<file path="src/rtl/hp_mul_round.sv">
// hp_mul_round: binary16 multiplier normalize/round-to-nearest-even/pack stage on a two-stage valid/ready pipeline.
// Build option HP_MUL_SUBNORMAL_EN selects gradual underflow; left undefined, tiny results flush to signed zero.
module hp_mul_round (
    input  logic        clk,
    input  logic        rst,
    input  logic        in_valid,
    output logic        in_ready,
    input  logic [21:0] in_p,
    input  logic [6:0]  in_exp,
    input  logic        in_sign,
    input  logic [1:0]  in_cls,
    output logic        out_valid,
    input  logic        out_ready,
    output logic [15:0] out_z,
    output logic        out_ovf,
    output logic        out_unf,
    output logic        out_inx
);

    typedef enum logic [1:0] {
        CLS_NORMAL = 2'b00,
        CLS_ZERO   = 2'b01,
        CLS_INF    = 2'b10,
        CLS_NAN    = 2'b11
    } cls_e;

    logic              s1_valid_q, s1_valid_d;
    logic [9:0]        s1_mant_q,  s1_mant_d;
    logic              s1_g_q,     s1_g_d;
    logic              s1_st_q,    s1_st_d;
    logic signed [7:0] s1_exp_q,   s1_exp_d;
    logic              s1_sign_q,  s1_sign_d;
    cls_e              s1_cls_q,   s1_cls_d;

    logic              s2_valid_q, s2_valid_d;
    logic [15:0]       z_q,        z_d;
    logic              ovf_q,      ovf_d;
    logic              unf_q,      unf_d;
    logic              inx_q,      inx_d;

    logic              s2_load, s1_take, s2_take;
    logic signed [7:0] in_exp_ext;

    // Handshake: s2 frees up combinationally when the consumer takes its beat.
    always_comb begin
        s2_load  = !s2_valid_q || out_ready;
        in_ready = !s1_valid_q || s2_load;
        s1_take  = in_valid && in_ready;
        s2_take  = s1_valid_q && s2_load;
    end

    // NOTE: every always_comb output is given a default first, so no path can infer a latch.
    always_comb begin
        in_exp_ext = {in_exp[6], in_exp};
        s1_valid_d = in_ready ? in_valid : s1_valid_q;
        s1_mant_d  = s1_mant_q;
        s1_g_d     = s1_g_q;
        s1_st_d    = s1_st_q;
        s1_exp_d   = s1_exp_q;
        s1_sign_d  = s1_sign_q;
        s1_cls_d   = s1_cls_q;
        if (s1_take) begin
            if (in_p[21]) begin
                s1_mant_d = in_p[20:11];
                s1_g_d    = in_p[10];
                s1_st_d   = |in_p[9:0];
                s1_exp_d  = in_exp_ext + 8'sd16;
            end else begin
                s1_mant_d = in_p[19:10];
                s1_g_d    = in_p[9];
                s1_st_d   = |in_p[8:0];
                s1_exp_d  = in_exp_ext + 8'sd15;
            end
            s1_sign_d = in_sign;
            s1_cls_d  = cls_e'(in_cls);
        end
    end

    logic        norm_rnd;
    logic [10:0] norm_sum;
    logic [4:0]  norm_exp;
    logic [15:0] rp_z;
    logic        rp_ovf, rp_unf, rp_inx;

`ifdef HP_MUL_SUBNORMAL_EN
    logic [7:0]  sub_sh;
    logic [23:0] sub_v;
    logic [10:0] sub_m, sub_sum;
    logic        sub_g, sub_st, sub_rnd;

    // Denormalize {1,mant}; the 12 zero pad bits absorb every shift up to 12 without loss.
    always_comb begin
        sub_sh = 8'sd1 - s1_exp_q;
        sub_v  = {1'b1, s1_mant_q, s1_g_q, 12'b0} >> sub_sh[3:0];
        if (sub_sh > 8'd12) begin
            sub_m  = '0;
            sub_g  = 1'b0;
            sub_st = 1'b1;
        end else begin
            sub_m  = sub_v[23:13];
            sub_g  = sub_v[12];
            sub_st = (|sub_v[11:0]) | s1_st_q;
        end
        sub_rnd = sub_g & (sub_st | sub_m[0]);
        sub_sum = sub_m + {10'b0, sub_rnd};
    end
`endif

    always_comb begin
        norm_rnd = s1_g_q & (s1_st_q | s1_mant_q[0]);
        norm_sum = {1'b0, s1_mant_q} + {10'b0, norm_rnd};
        norm_exp = s1_exp_q[4:0] + {4'b0, norm_sum[10]};
        rp_z     = '0;
        rp_ovf   = 1'b0;
        rp_unf   = 1'b0;
        rp_inx   = 1'b0;
        case (s1_cls_q)
            CLS_ZERO: rp_z = {s1_sign_q, 15'h0000};
            CLS_INF:  rp_z = {s1_sign_q, 15'h7C00};
            CLS_NAN:  rp_z = 16'h7E00;
            default: begin
                rp_inx = s1_g_q | s1_st_q;
                if (s1_exp_q >= 8'sd31) begin
                    rp_z   = {s1_sign_q, 15'h7C00};
                    rp_ovf = 1'b1;
                    rp_inx = 1'b1;
                end else if (s1_exp_q >= 8'sd1) begin
                    if (norm_exp == 5'd31) begin
                        rp_z   = {s1_sign_q, 15'h7C00};
                        rp_ovf = 1'b1;
                    end else begin
                        // A mantissa carry leaves norm_sum[9:0] zero, so no separate clear is needed.
                        rp_z = {s1_sign_q, norm_exp, norm_sum[9:0]};
                    end
                end else begin
`ifdef HP_MUL_SUBNORMAL_EN
                    rp_z   = {s1_sign_q, 4'b0, sub_sum};
                    rp_inx = sub_g | sub_st;
                    rp_unf = !sub_sum[10] && (sub_g || sub_st);
`else
                    rp_z   = {s1_sign_q, 15'h0000};
                    rp_unf = 1'b1;
                    rp_inx = 1'b1;
`endif
                end
            end
        endcase
    end

    // Result registers only move on a real capture, so a stalled output stays put.
    always_comb begin
        s2_valid_d = s2_load ? s1_valid_q : s2_valid_q;
        z_d        = s2_take ? rp_z   : z_q;
        ovf_d      = s2_take ? rp_ovf : ovf_q;
        unf_d      = s2_take ? rp_unf : unf_q;
        inx_d      = s2_take ? rp_inx : inx_q;
    end

    // NOTE: non-blocking assignments so every flop samples pre-edge values regardless of statement order.
    always_ff @(posedge clk or posedge rst) begin
        if (rst) begin
            s1_valid_q <= 1'b0;
            s1_mant_q  <= '0;
            s1_g_q     <= 1'b0;
            s1_st_q    <= 1'b0;
            s1_exp_q   <= '0;
            s1_sign_q  <= 1'b0;
            s1_cls_q   <= CLS_NORMAL;
            s2_valid_q <= 1'b0;
            z_q        <= '0;
            ovf_q      <= 1'b0;
            unf_q      <= 1'b0;
            inx_q      <= 1'b0;
        end else begin
            s1_valid_q <= s1_valid_d;
            s1_mant_q  <= s1_mant_d;
            s1_g_q     <= s1_g_d;
            s1_st_q    <= s1_st_d;
            s1_exp_q   <= s1_exp_d;
            s1_sign_q  <= s1_sign_d;
            s1_cls_q   <= s1_cls_d;
            s2_valid_q <= s2_valid_d;
            z_q        <= z_d;
            ovf_q      <= ovf_d;
            unf_q      <= unf_d;
            inx_q      <= inx_d;
        end
    end

    assign out_valid = s2_valid_q;
    assign out_z     = z_q;
    assign out_ovf   = ovf_q;
    assign out_unf   = unf_q;
    assign out_inx   = inx_q;

endmodule

</file>
<file path="config.mk">
export PLATFORM = sky130hd
export DESIGN_NAME = hp_mul_round
export DESIGN_NICKNAME = d
export VERILOG_FILES = /design/src/rtl/hp_mul_round.sv
export SDC_FILE = /design/constraint.sdc
export NUM_CORES = 1
export LEC_CHECK = 0
export BUFFER_PORTS_ARGS = -buffer_cell sky130_fd_sc_hd__buf_4
export CAP_MARGIN = 15
export CORE_MARGIN = 4
export CORE_UTILIZATION = 43
export DETAILED_ROUTE_END_ITERATION = 12
export GPL_ROUTABILITY_DRIVEN = 0
export PLACE_DENSITY_LB_ADDON = 0.3
export SYNTH_ARGS = -nofsm -noshare
export SYNTH_HDL_FRONTEND = slang
export SYNTH_SLANG_ARGS = --single-unit
</file>
<file path="constraint.sdc">
create_clock -name clk -period 5 [get_ports clk]
set_input_delay 0.5 -clock clk [delete_from_list [all_inputs] [get_ports clk]]
set_output_delay 0.5 -clock clk [all_outputs]
set_load 0.05 [all_outputs]
</file>
======== Yosys cells after proc, flatten, opt, wreduce, memory -nomap -nowiden ========
Index checks and enable logic that the tools add are counted.
storage, ports and cells
  output and inout bits ................... 21
  memories ................................ 0
  logic and storage cells ................. 52
  bits of input ports ..................... 36
  memory bits (read-only) ................. 0
  bits in latches ......................... 0
  RAM bits ................................ 0
  bits in registers ....................... 44
operators by class
  shift-type cells ........................ 0
  $add $sub $neg .......................... 4
  mux-type cells .......................... 18
  $mul .................................... 0
  divide/modulo/power cells ............... 0
  equal/unequal tests ..................... 4
  order comparisons ....................... 2
  bitwise logic cells ..................... 3
  reductions and logical operators ........ 9
operators with widths
  kind                                                               number
  one-hot mux 16 bit (3 select lines)                                1
  two-way mux 15 bit                                                 3
  two-way mux 1 bit                                                  12
  adder 10 x 1 -> 11 bit                                             1
  two-way mux 10 bit                                                 1
  OR reduction 10 bit                                                1
  OR reduction 9 bit                                                 1
  adder 7 x 5 -> 8 bit, second input constant                        1
  adder 7 x 6 -> 8 bit, second input constant                        1
  greater-or-equal comparator 8 x 2 -> 1 bit, second input constant  1
  greater-or-equal comparator 8 x 6 -> 1 bit, second input constant  1
  two-way mux 8 bit                                                  1
  adder 5 x 1 -> 5 bit                                               1
  equality test 5 bit, second input constant                         1
  equality test 2 bit, second input constant                         2
  OR reduction 3 bit                                                 1
  equality test 2 x 1 -> 1 bit, second input constant                1
  logical AND 1 bit                                                  2
  zero test 1 bit                                                    2
  logical OR 1 bit                                                   2
  bitwise OR 1 bit                                                   2
  bitwise AND 1 bit                                                  1

======== Depth between registers and ports, before layout ========
Gate-level depths: netlist of the first run.
  depth in word-level cells ............... 9
  mapped depth ............................ 12
  gate-level depth less buffers ........... 11

======== Worst setup path after synthesis of the first run ========
OpenSTA, ideal clock, no wires.
  path kind ............................... register to register
  from .................................... register s1_st_q
  to ...................................... register z_q[2], in the netlist out_z[2]
  stages on the path, launching flop included .. 13
  period minus slack after synthesis ...... 2.659 ns
  buffers on the path ..................... 1
  library setup time ...................... 0.092 ns
  arrival time ............................ 2.567 ns
  path slack .............................. 2.341 ns
  required time ........................... 4.908 ns
  cells stage by stage .................... dfrtp_1 o21a_1 ha_1 ha_1 and4_1 and3_1 ha_1 ha_1 xnor2_1 nor2_1 a211o_1 buf_6 o31ai_2
on the way
  cells in the longest elaborated chain, start to end .. 9
RTL lines
  item                                   line  RTL
  start: declaration                     30    logic s1_st_q, s1_st_d;
  start signal: assignment               178   s1_st_q <= s1_st_d;
  bitwise OR 1 bit *                     110   norm_rnd = s1_g_q & (s1_st_q | s1_mant_q[0]);
  bitwise AND 1 bit *                    110
  adder 10 x 1 -> 11 bit *               111   norm_sum = {1'b0, s1_mant_q} + {10'b0, norm_rnd};
  adder 5 x 1 -> 5 bit                   112   norm_exp = s1_exp_q[4:0] + {4'b0, norm_sum[10]};
  equality test 5 bit                    128   if (norm_exp == 5'd31) begin
  two-way mux 15 bit *                   128
  two-way mux 15 bit *                   127   end else if (s1_exp_q >= 8'sd1) begin
  two-way mux 15 bit *                   123   if (s1_exp_q >= 8'sd31) begin
  one-hot mux 16 bit (3 select lines) *  117   case (s1_cls_q)
  end signal: assignment                 183   z_q <= z_d;
  end: declaration                       36    logic [15:0] z_q, z_d;
Every way passes the cells marked *; elsewhere a longest branch is shown, timed or not.
A chain may end at the register's enable or synchronous reset.

======== Final worst setup path of the first run ========
  from .................................... register s1_st_q
  to ...................................... register z_q[6], in the netlist out_z[6]
Same word-level chain as after synthesis.

==> results of run 1 <==
cell usage after synthesis, types with 2 or more instances:
| cell | instances | area [um^2] |
|---|---|---|
| dfrtp_1 | 44 | 1100 |
| xor2_1 | 7 | 61.3 |
| mux2i_1 | 12 | 120 |
| nand2_1 | 44 | 165 |
| and2_1 | 3 | 18.8 |
| nand3b_1 | 2 | 15.0 |
| o21ai_1 | 2 | 10.0 |
| or3_1 | 2 | 12.5 |
| inv_1 | 4 | 15.0 |
| nand2b_1 | 3 | 18.8 |
| ha_1 | 6 | 75.1 |
| nand3_1 | 7 | 35.0 |
| mux2_2 | 3 | 33.8 |
| nand4_1 | 2 | 12.5 |
| buf_2 | 4 | 20.0 |
| xnor2_1 | 9 | 78.8 |
| nor2_1 | 8 | 30.0 |
| clkbuf_1 | 5 | 18.8 |
| a31oi_1 | 2 | 12.5 |
| o21ai_0 | 24 | 120 |
| nor2b_1 | 2 | 12.5 |
| o31ai_2 | 7 | 87.6 |
| o221a_2 | 4 | 45.0 |
| a21oi_1 | 4 | 20.0 |
| nor4_1 | 6 | 37.5 |
cells by family after synthesis:
kind of cell / after synthesis / share of synthesized area [%]
flops: 44 / 47.3
simple gates: 85 / 17.3
mux: 15 / 6.61
buf+inv: 14 / 2.80
xor+xnor: 16 / 6.02
compound gates: 54 / 16.8
fa+ha+maj: 6 / 3.23
layer usage:
layer | up-vias | GRT usage (%) | share of wire, %
li1 | 953 | - | -
met1 | 899 | 21.0 | 48
met2 | 47 | 24.5 | 46
met3 | 5 | 2.41 | 4.5
met4 | 0 | 5.07 | 1.1
met5 | - | 0 | 0
state kept, by name (all words and copies together) (netlist names):
register    count
out_inx         1
out_ovf         1
out_unf         1
out_valid       1
out_z          16
s1_cls_q        2
s1_exp_q        8
s1_g_q          1
s1_mant_q      10
s1_sign_q       1
s1_st_q         1
s1_valid_q      1
through the flow:
step | hold slack, ps | std cells | area (um^2) | setup slack (ps) | power, mW
final | 343 | 360 | 2890 | 2080 | 0.994
after global routing | 383 | 360 | 2890 | 1910 | 1.05
after CTS | 370 | 360 | 2890 | 2060 | 1.00
after detailed placement | 476 | 352 | 2800 | 2080 | 0.780
after global placement | 469 | 352 | 2800 | 2190 | 0.775
after floorplan | 461 | 234 | 2330 | 2340 | 0.675
layout make-up:
type | instances | area (um^2)
flip-flops and latches | 44 | 1100
fillers | 475 | 2280
well taps | 70 | 87.6
repair buffers | 58 | 435
multi-input cells | 176 | 1160
inverters | 4 | 15.0
clock buffers | 8 | 90.1
worst reg2reg max path: stages (launching register included):
cell	delay [ps]
dfrtp_1	390
o21a_1	190
ha_1	190
ha_1	220
and4_1	230
and3_1	180
ha_1	200
ha_1	210
xnor2_1	200
nor2_1	90
a211o_1	470
o31ai_2	260
path summary, 6_finish.rpt:
path	depth (start not counted)	slack, ps	startpoint	endpoint
setup reg to reg	11	2080	s1_st_q	out_z[6]
min in group clk	2	420	in_valid	s1_valid_q
hold / removal	3	340	rst	out_z[0]
max in group asynchronous	3	4280	rst	out_z[3]
setup / recovery	11	2080	s1_st_q	out_z[6]
hold reg to reg	2	490	out_z[6]	out_z[6]
power groups by stage:
stage	Clock, mW	Sequential [mW]	Combinational, mW
global placement	0	0.466	0.309
CTS	0.227	0.460	0.314
finish	0.223	0.461	0.310
global route	0.243	0.468	0.338
detailed placement	0	0.468	0.312
floorplan	0	0.545	0.130
==> results.ini, run 1 <==
[clock_network]
cts_sinks=44
postCtsSetupBuffers=0
htree_num_levels=2
root_buffer=clkbuf_8
clockBufferDepth=2
cts_resized=0
cts_made_buffers=5
cts_hold_buf=0
path_clk_slew_ps=70
clk_latency_ps=290
cts_tree=yes

[critical_path]
cpLargestDelayFamily=compound AO/OA/AOI/OAI gates
critPathSlowestCell=a211o_1
cp.arrival_ps=3110
cp_cell_sequence=o21a_1 -> ha_1 -> ha_1 -> and4_1 -> and3_1 -> ha_1 -> ha_1 -> xnor2_1 -> nor2_1 -> a211o_1 -> o31ai_2
cpMostUsedCell=ha_1
setup.worst_path.class=flip-flop to flip-flop
startpoint_type=flip-flop
critPathMaxStageDelay_ps=470
worstPathMaxFanout=10
cp.buffers_inverters=0
crit_required_ps=5190
setup.worst_path.end_class=flip-flop

[placement]
dp_hpwl_mm=3.67
port_buffers=56

[die]
start_util_pct=45.0
die_area_um2=6650
die_w_um=81.6
boundaryPins=57
core_area_um2=5170
rows=26
die_h_um=81.6

[power_and_ir_drop]
p_sw_share_pct=35.7
power_density_nw_per_um2=344
power.leakage_nw=1.31
p_comb_share_pct=31.2
p_switching_mw=0.355
irDropWorstVdd_mv=0.138
p_seq_share_pct=46.4
clockPowerShare_pct=22.4
p_int_mw=0.640

[timing]
setup_viol=0
slew_headroom_pct=42.8
finalCriticalPeriod_ps=2920
rsz0062_at_grt=false
hold_viol_final=0
fin_setup_tns_ps=0
final-max-slew-violation-count=0
tightest_slew_ps=856
fin_crit_sh_pct=58.4
fmax_mhz=343
skew_ps=3.92

[layout]
final_cell_mix=58 x buf_4, 44 x nand2_1, 44 x dfrtp_1
area_growth_pct=24.2
fin_util_pct=55.9
antenna_cells=0
final_common_cell=buf_4
fin_nets=331
layout-drive-gt1-share_pct=27.2

[detailed_routing]
drtIter0Drc=98
drtAntennaViolNets=0
viasPerCell=5.29
drc=0
routedWlPerCell_um=13.3
postRouteWirelength_mm=4.79
vias=1904
dr.pass1.iters=4

[synthesis]
synth_cell_types=43
ys_warn_count=0
syn_nets=276
synth_ff_type=dfrtp_1
syn-cell-area_um2=2330
ys_async_sr_fraction_pct=100
ys_ff_latch=44
ys_seq_area_share_pct=47.3
synth-edff-count=0
synth_cells=234
syn_area_per_cell_um2=9.95

[global_routing]
grt-ovfl-total=0
gr-usage-all-layers_pct=15.3
grt_pass1_wl_mm=8.01
grt_pass1_vias=1790
grt_max_degree=45
grt_antenna_before_repair=0

[job]
maxCapViolCount=0

[worst_hold_path]
min_path_type=input port to async pin

[run_status]
status=complete, no violations

Note: power is estimated with default switching activity, not from simulation.
==> run 2, diff against run 1 <==
clock period = 2.65 ns   (was 5 ns; I/O delays follow)
==> run 2 against run 1 <==
  * Maximum frequency up 13%
  * Clock power up 92%
  * Power up 93%
  * Cell area up 4.1%
  * Wire length up 5.9%
  * Worst setup slack worse by 2000 ps
  * Utilization up 2.3 points
  * Via count up 1.3%
  * Non-clock buffer count up 8
  * Final cell count up 2.5%
  * Register-to-register slack worse by 2000 ps
  * Clock skew down 0.89 ps
  * Critical endpoint is now out_z[5]
  * Highest routed layer unchanged
==> results.ini, run 2 (synthesis gave the netlist of run 1 again) <==
[clock_network]
htree_num_levels=2  ; unchanged
cts_made_buffers=5  ; unchanged
cts_sinks=44  ; unchanged
cts_tree=yes  ; unchanged
clk_latency_ps=300  ; was 290 ps
root_buffer=clkbuf_8  ; unchanged
path_clk_slew_ps=80  ; was 70 ps
clockBufferDepth=2  ; unchanged

[detailed_routing]
drtIter0Drc=103  ; was 98
viasPerCell=5.23  ; was 5.29
vias=1929  ; was 1904
drc=0  ; unchanged
drtAntennaViolNets=0  ; unchanged
postRouteWirelength_mm=5.07  ; was 4.79 mm
routedWlPerCell_um=13.7  ; was 13.3 um
dr.pass1.iters=4  ; unchanged

[layout]
final_cell_mix=66 x buf_4, 44 x nand2_1, 44 x dfrtp_1  ; was 58 x buf_4, 44 x nand2_1, 44 x dfrtp_1
design_area_um2=3010  ; was 2890 um^2
layout-drive-gt1-share_pct=31.8  ; was 27.2%
area_growth_pct=29.2  ; was 24.2%
fin_nets=340  ; was 331
largest_register_ffs=16  ; unchanged
fin_cells=369  ; was 360
antenna_cells=0  ; unchanged
final_common_cell=buf_4  ; unchanged
fillers=456  ; was 475

[critical_path]
critPathMaxStageDelay_ps=390  ; was 470 ps
r2r_end=out_z[5]  ; was out_z[6]
startpoint_type=flip-flop  ; unchanged
cp.arrival_ps=2810  ; was 3110 ps
cp_cell_sequence=o21a_1 -> ha_2 -> ha_2 -> and4_1 -> and3_1 -> ha_2 -> ha_4 -> xnor2_2 -> nor2_2 -> a211o_4 -> o31ai_2  ; was o21a_1 -> ha_1 -> ha_1 -> and4_1 -> and3_1 -> ha_1 -> ha_1 -> xnor2_1 -> nor2_1 -> a211o_1 -> o31ai_2
reg2reg_depth=11  ; unchanged
rr_startpoint=s1_st_q  ; unchanged
worstPathMaxFanout=5  ; was 10
cpMostUsedCell=ha_2  ; was ha_1
setup.worst_path.class=flip-flop to flip-flop  ; unchanged
critPathSlowestCell=a211o_4  ; was a211o_1
crit_required_ps=2860  ; was 5190 ps
reg2reg_setup_slack_ps=60  ; was 2080 ps
setup.worst_path.end_class=flip-flop  ; unchanged

[placement]
placed_area_um2=2860  ; was 2800 um^2
dp_hpwl_mm=3.81  ; was 3.67 mm
dp_cells=359  ; was 352
port_buffers=56  ; unchanged

[die]
die_h_um=81.6  ; unchanged
boundaryPins=57  ; unchanged
rows=26  ; unchanged
die_area_um2=6650  ; unchanged
die_w_um=81.6  ; unchanged
start_util_pct=45.0  ; unchanged
core_area_um2=5170  ; unchanged

[global_routing]
gr-usage-all-layers_pct=16.0  ; was 15.3%
grt_max_degree=45  ; unchanged
grt_pass1_wl_mm=8.27  ; was 8.01 mm
grt-ovfl-total=0  ; unchanged
grt_antenna_before_repair=0  ; unchanged
grt_pass1_vias=1833  ; was 1790

[timing]
final-max-slew-violation-count=0  ; unchanged
hold_viol_final=0  ; unchanged
setup_viol=0  ; unchanged
fin_crit_sh_pct=97.8  ; was 58.4%
skew_ps=3.03  ; was 3.92 ps
rsz0062_at_grt=true  ; was false
slew_headroom_pct=64.5  ; was 42.8%
tightest_slew_ps=533  ; was 856 ps
finalCriticalPeriod_ps=2590  ; was 2920 ps
fmax_mhz=386  ; was 343 MHz

[power_and_ir_drop]
power_density_nw_per_um2=639  ; was 344 nW/um^2
power.leakage_nw=1.35  ; was 1.31 nW
irDropWorstVdd_mv=0.301  ; was 0.138 mV

[run_status]
status=complete, no violations  ; unchanged

[job]
maxCapViolCount=0  ; unchanged

[worst_hold_path]
min_path_type=input port to async pin  ; unchanged

## run 2: per-layer routing
metal | vias up | track usage [%] | part of all wire, % | wire (um)
met5 | - | 0 | 0 | 0
met4 | 0 | 6.59 | 1.9 | 97
met3 | 8 | 3.51 | 5.5 | 278
met2 | 52 | 25.2 | 46 | 2330
met1 | 894 | 21.3 | 47 | 2360
li1 | 975 | - | - | -
## run 2: timing repair
item | 4_1_cts | 5_1_grt
setup endpoints to repair | 10 | 11
buffers inserted | 0 | 1
cloned | 1 | 0
pin swaps | 2 | 7
gates resized for setup | 4 | 5
hold buffers | 0 | 0
## run 2: how the worst max path moves through the flow
| stage | slack, ps | endpoint | depth (start not counted) | from |
|---|---|---|---|---|
| 3_5_place_dp | -200 | out_z[6] | 11 | s1_st_q |
| 3_3_place_gp | -70 | out_z[8] | 11 | s1_st_q |
| 6_report | 60 | out_z[5] | 11 | s1_st_q |
| 2_1_floorplan | 4 | out_z[2] | 12 | s1_st_q |
| 4_1_cts | 4 | out_z[6] | 11 | s1_st_q |
| 5_1_grt | -20 | out_z[5] | 11 | s1_mant_q[0] |
## run 2: where the power goes
part	internal, mW	switching [mW]
clock	0.213	0.215
sequential	0.772	0.0990
combinational	0.245	0.379
## run 2: cell type report
class / count / area [um^2] / area share, %
multi-input combinational: 177 / 1220 / 40.5
sequential: 44 / 1100 / 36.6
timing repair buffer: 66 / 495 / 16.5
clock buffer: 8 / 90.1 / 3.00
tap: 70 / 87.6 / 2.91
inverter: 4 / 15.0 / 0.499
## run 2: critical path, delay by kind of cell, from the launching register on
kind	cells	cell delay [ps]
xor+xnor	1	190
compound gates	3	800
fa+ha+maj	4	700
flops	1	380
simple gates	3	440
## run 2: through the flow
step	hold WS [ps]	power (mW)	utilization, %	setup slack [ps]	setup TNS, ps
after global placement	441	1.48	55.2	-73.6	-530
after floorplan	373	1.27	-	3.81	0
after CTS	131	1.93	57.5	4.26	0
after detailed placement	448	1.49	55.2	-198	-1630
final	95.8	1.92	58.2	58.1	0
after global routing	153	2.03	58.2	-17.1	-17.1
==> run 3, diff against run 2 <==
CORE_MARGIN = 8   (was 4)
==> run 3 against run 2 <==
  * First-iteration DRC count shrank 25%
  * Sequential share of layout area is essentially flat
  * Critical path depth is the same
  * Via count shrank 0.10%
  * Combinational power is essentially flat
  * Hold slack gained 4.9 ps
  * Non-clock buffer count grew 1
  * Clock skew grew 3.9 ps
  * Maximum frequency grew 0.90%
  * Die area grew 21%
  * Largest power group unchanged
==> results.ini, run 3 (synthesis gave the netlist of run 1 again) <==
[run_status]
status=complete, no violations  ; unchanged

[worst_hold_path]
min_path_type=input port to async pin  ; unchanged

[job]
maxCapViolCount=0  ; unchanged

[global_routing]
grt_pass1_vias=1886  ; was 1833
grt_pass1_wl_mm=8.58  ; was 8.27 mm
busiest_layer=met2  ; unchanged
grt_antenna_before_repair=0  ; unchanged
grt-ovfl-total=0  ; unchanged
grt_max_degree=45  ; unchanged
gr-usage-all-layers_pct=13.8  ; was 16.0%
grtUsageMet3_pct=3.13  ; was 3.51%
grtUsageMet2_pct=21.0  ; was 25.2%
use_met1_pct=17.8  ; was 21.3%

[detailed_routing]
vias=1927  ; was 1929
drc=0  ; unchanged
drtIter0Drc=77  ; was 103
viasPerCell=5.21  ; was 5.23
dr.pass1.iters=4  ; unchanged
routedWlPerCell_um=14.1  ; was 13.7 um
postRouteWirelength_mm=5.23  ; was 5.07 mm
drtAntennaViolNets=0  ; unchanged

[placement]
dp_cells=359  ; unchanged
dp_hpwl_mm=3.94  ; was 3.81 mm
preCtsSetupSlack_ps=-154  ; was -198 ps
port_buffers=56  ; unchanged

[critical_path]
cp.arrival_ps=2780  ; was 2810 ps
setup.worst_path.end_class=flip-flop  ; unchanged
reg2reg_setup_slack_ps=80  ; was 60 ps
reg2reg_depth=11  ; unchanged
worstPathMaxFanout=5  ; unchanged
crit_start=s1_st_q  ; unchanged
critical_path_depth=11  ; unchanged
cpLargestDelayFamily=compound AO/OA/AOI/OAI gates  ; unchanged
cp.buffers_inverters=0  ; unchanged
cp_cell_sequence=o21a_1 -> ha_2 -> ha_2 -> and4_1 -> and3_1 -> ha_2 -> ha_4 -> xnor2_2 -> nor2_2 -> a211o_2 -> o31ai_2  ; was o21a_1 -> ha_2 -> ha_2 -> and4_1 -> and3_1 -> ha_2 -> ha_4 -> xnor2_2 -> nor2_2 -> a211o_4 -> o31ai_2
cp-endpoint=out_z[2]  ; was out_z[5]
critPathSlowestCell=dfrtp_1  ; was a211o_4
setup.worst_path.class=flip-flop to flip-flop  ; unchanged
critPathMaxStageDelay_ps=380  ; was 390 ps
rr_startpoint=s1_st_q  ; unchanged
startpoint_type=flip-flop  ; unchanged
cpMostUsedCell=ha_2  ; unchanged
r2r_end=out_z[2]  ; was out_z[5]
crit_required_ps=2860  ; about the same

[clock_network]
clk_latency_ps=300  ; about the same
clockBufferDepth=2  ; unchanged
cts_hold_buf=0  ; unchanged
htree_num_levels=2  ; unchanged
cts_sinks=44  ; unchanged
root_buffer=clkbuf_8  ; unchanged
cts_made_buffers=5  ; unchanged
path_clk_slew_ps=80  ; about the same
cts_tree=yes  ; unchanged

[timing]
setup_viol=0  ; unchanged
fin_crit_sh_pct=96.9  ; was 97.8%
fmax_mhz=389  ; was 386 MHz
fin_setup_tns_ps=0  ; unchanged
skew_ps=6.93  ; was 3.03 ps
hold_viol_final=0  ; unchanged
slew_headroom_pct=64.8  ; was 64.5%
final-max-slew-violation-count=0  ; unchanged
finalCriticalPeriod_ps=2570  ; was 2590 ps
tightest_slew_ps=528  ; was 533 ps
fin_ws_ps=81.3  ; was 58.1 ps

[die]
start_util_pct=45.0  ; unchanged
die_area_um2=8020  ; was 6650 um^2
boundaryPins=57  ; unchanged
die_w_um=89.6  ; was 81.6 um
core_area_um2=5170  ; unchanged
rows=26  ; unchanged
die_h_um=89.6  ; was 81.6 um

[layout]
area_growth_pct=29.4  ; was 29.2%
final_common_cell=buf_4  ; unchanged
fillers=457  ; was 456
fin_nets=341  ; was 340
layout-drive-gt1-share_pct=32.3  ; was 31.8%
multi_input_area_um2=1210  ; was 1220 um^2
fin_cells=370  ; was 369
final_cell_mix=67 x buf_4, 44 x nand2_1, 44 x dfrtp_1  ; was 66 x buf_4, 44 x nand2_1, 44 x dfrtp_1
seq_area_um2=1100  ; unchanged
largest_register_ffs=16  ; unchanged
antenna_cells=0  ; unchanged

[power_and_ir_drop]
irDropWorstVdd_mv=0.312  ; was 0.301 mV
power.leakage_nw=1.36  ; was 1.35 nW
power_density_nw_per_um2=639  ; about the same

-- run 3: where the power goes --
| part | switching [mW] | internal (mW) |
|---|---|---|
| Clock | 0.215 | 0.213 |
| Sequential | 0.101 | 0.772 |
| Combinational | 0.378 | 0.247 |
-- run 3: worst min-delay path: stages --
cell and delay, ps:
buf_4 110, inv_1 40, buf_4 440
-- run 3: final cells by class --
class / count / share of cell area, %
clock buffer: 8 / 2.99
inverter: 4 / 0.499
multi-input combinational: 177 / 40.3
sequential: 44 / 36.6
tap: 70 / 2.91
timing repair buffer: 67 / 16.7
-- run 3: through the flow --
step	hold slack, ps	area, um^2	power (mW)	util (%)
floorplan	373	2330	1.27	-
global placement	445	2860	1.48	55.2
detailed placement	439	2860	1.49	55.2
CTS	126	2980	1.93	57.7
global route	164	3010	2.03	58.2
finish	101	3010	1.93	58.2
-- run 3: worst min path at each step --
stage,slack (ps),from,end,depth (start not counted)
floorplan,370,in_valid,s1_valid_q,1
global placement,450,rst,out_z[1],3
detailed placement,440,rst,out_z[2],3
CTS,130,rst,out_inx,3
global route,160,rst,out_z[1],3
finish,100,rst,out_inx,3
-- run 3: layer usage --
layer / routed length (um) / part of all wire [%]
met1: 2410 / 46
met2: 2380 / 46
met3: 331 / 6.3
met4: 108 / 2.1
met5: 0 / 0
-- run 3: timing repair --
action,CTS,global route
setup endpoints to repair,10,9
setup buffers,1,1
pin swaps,2,8
gates resized for setup,5,4
cloned,1,0
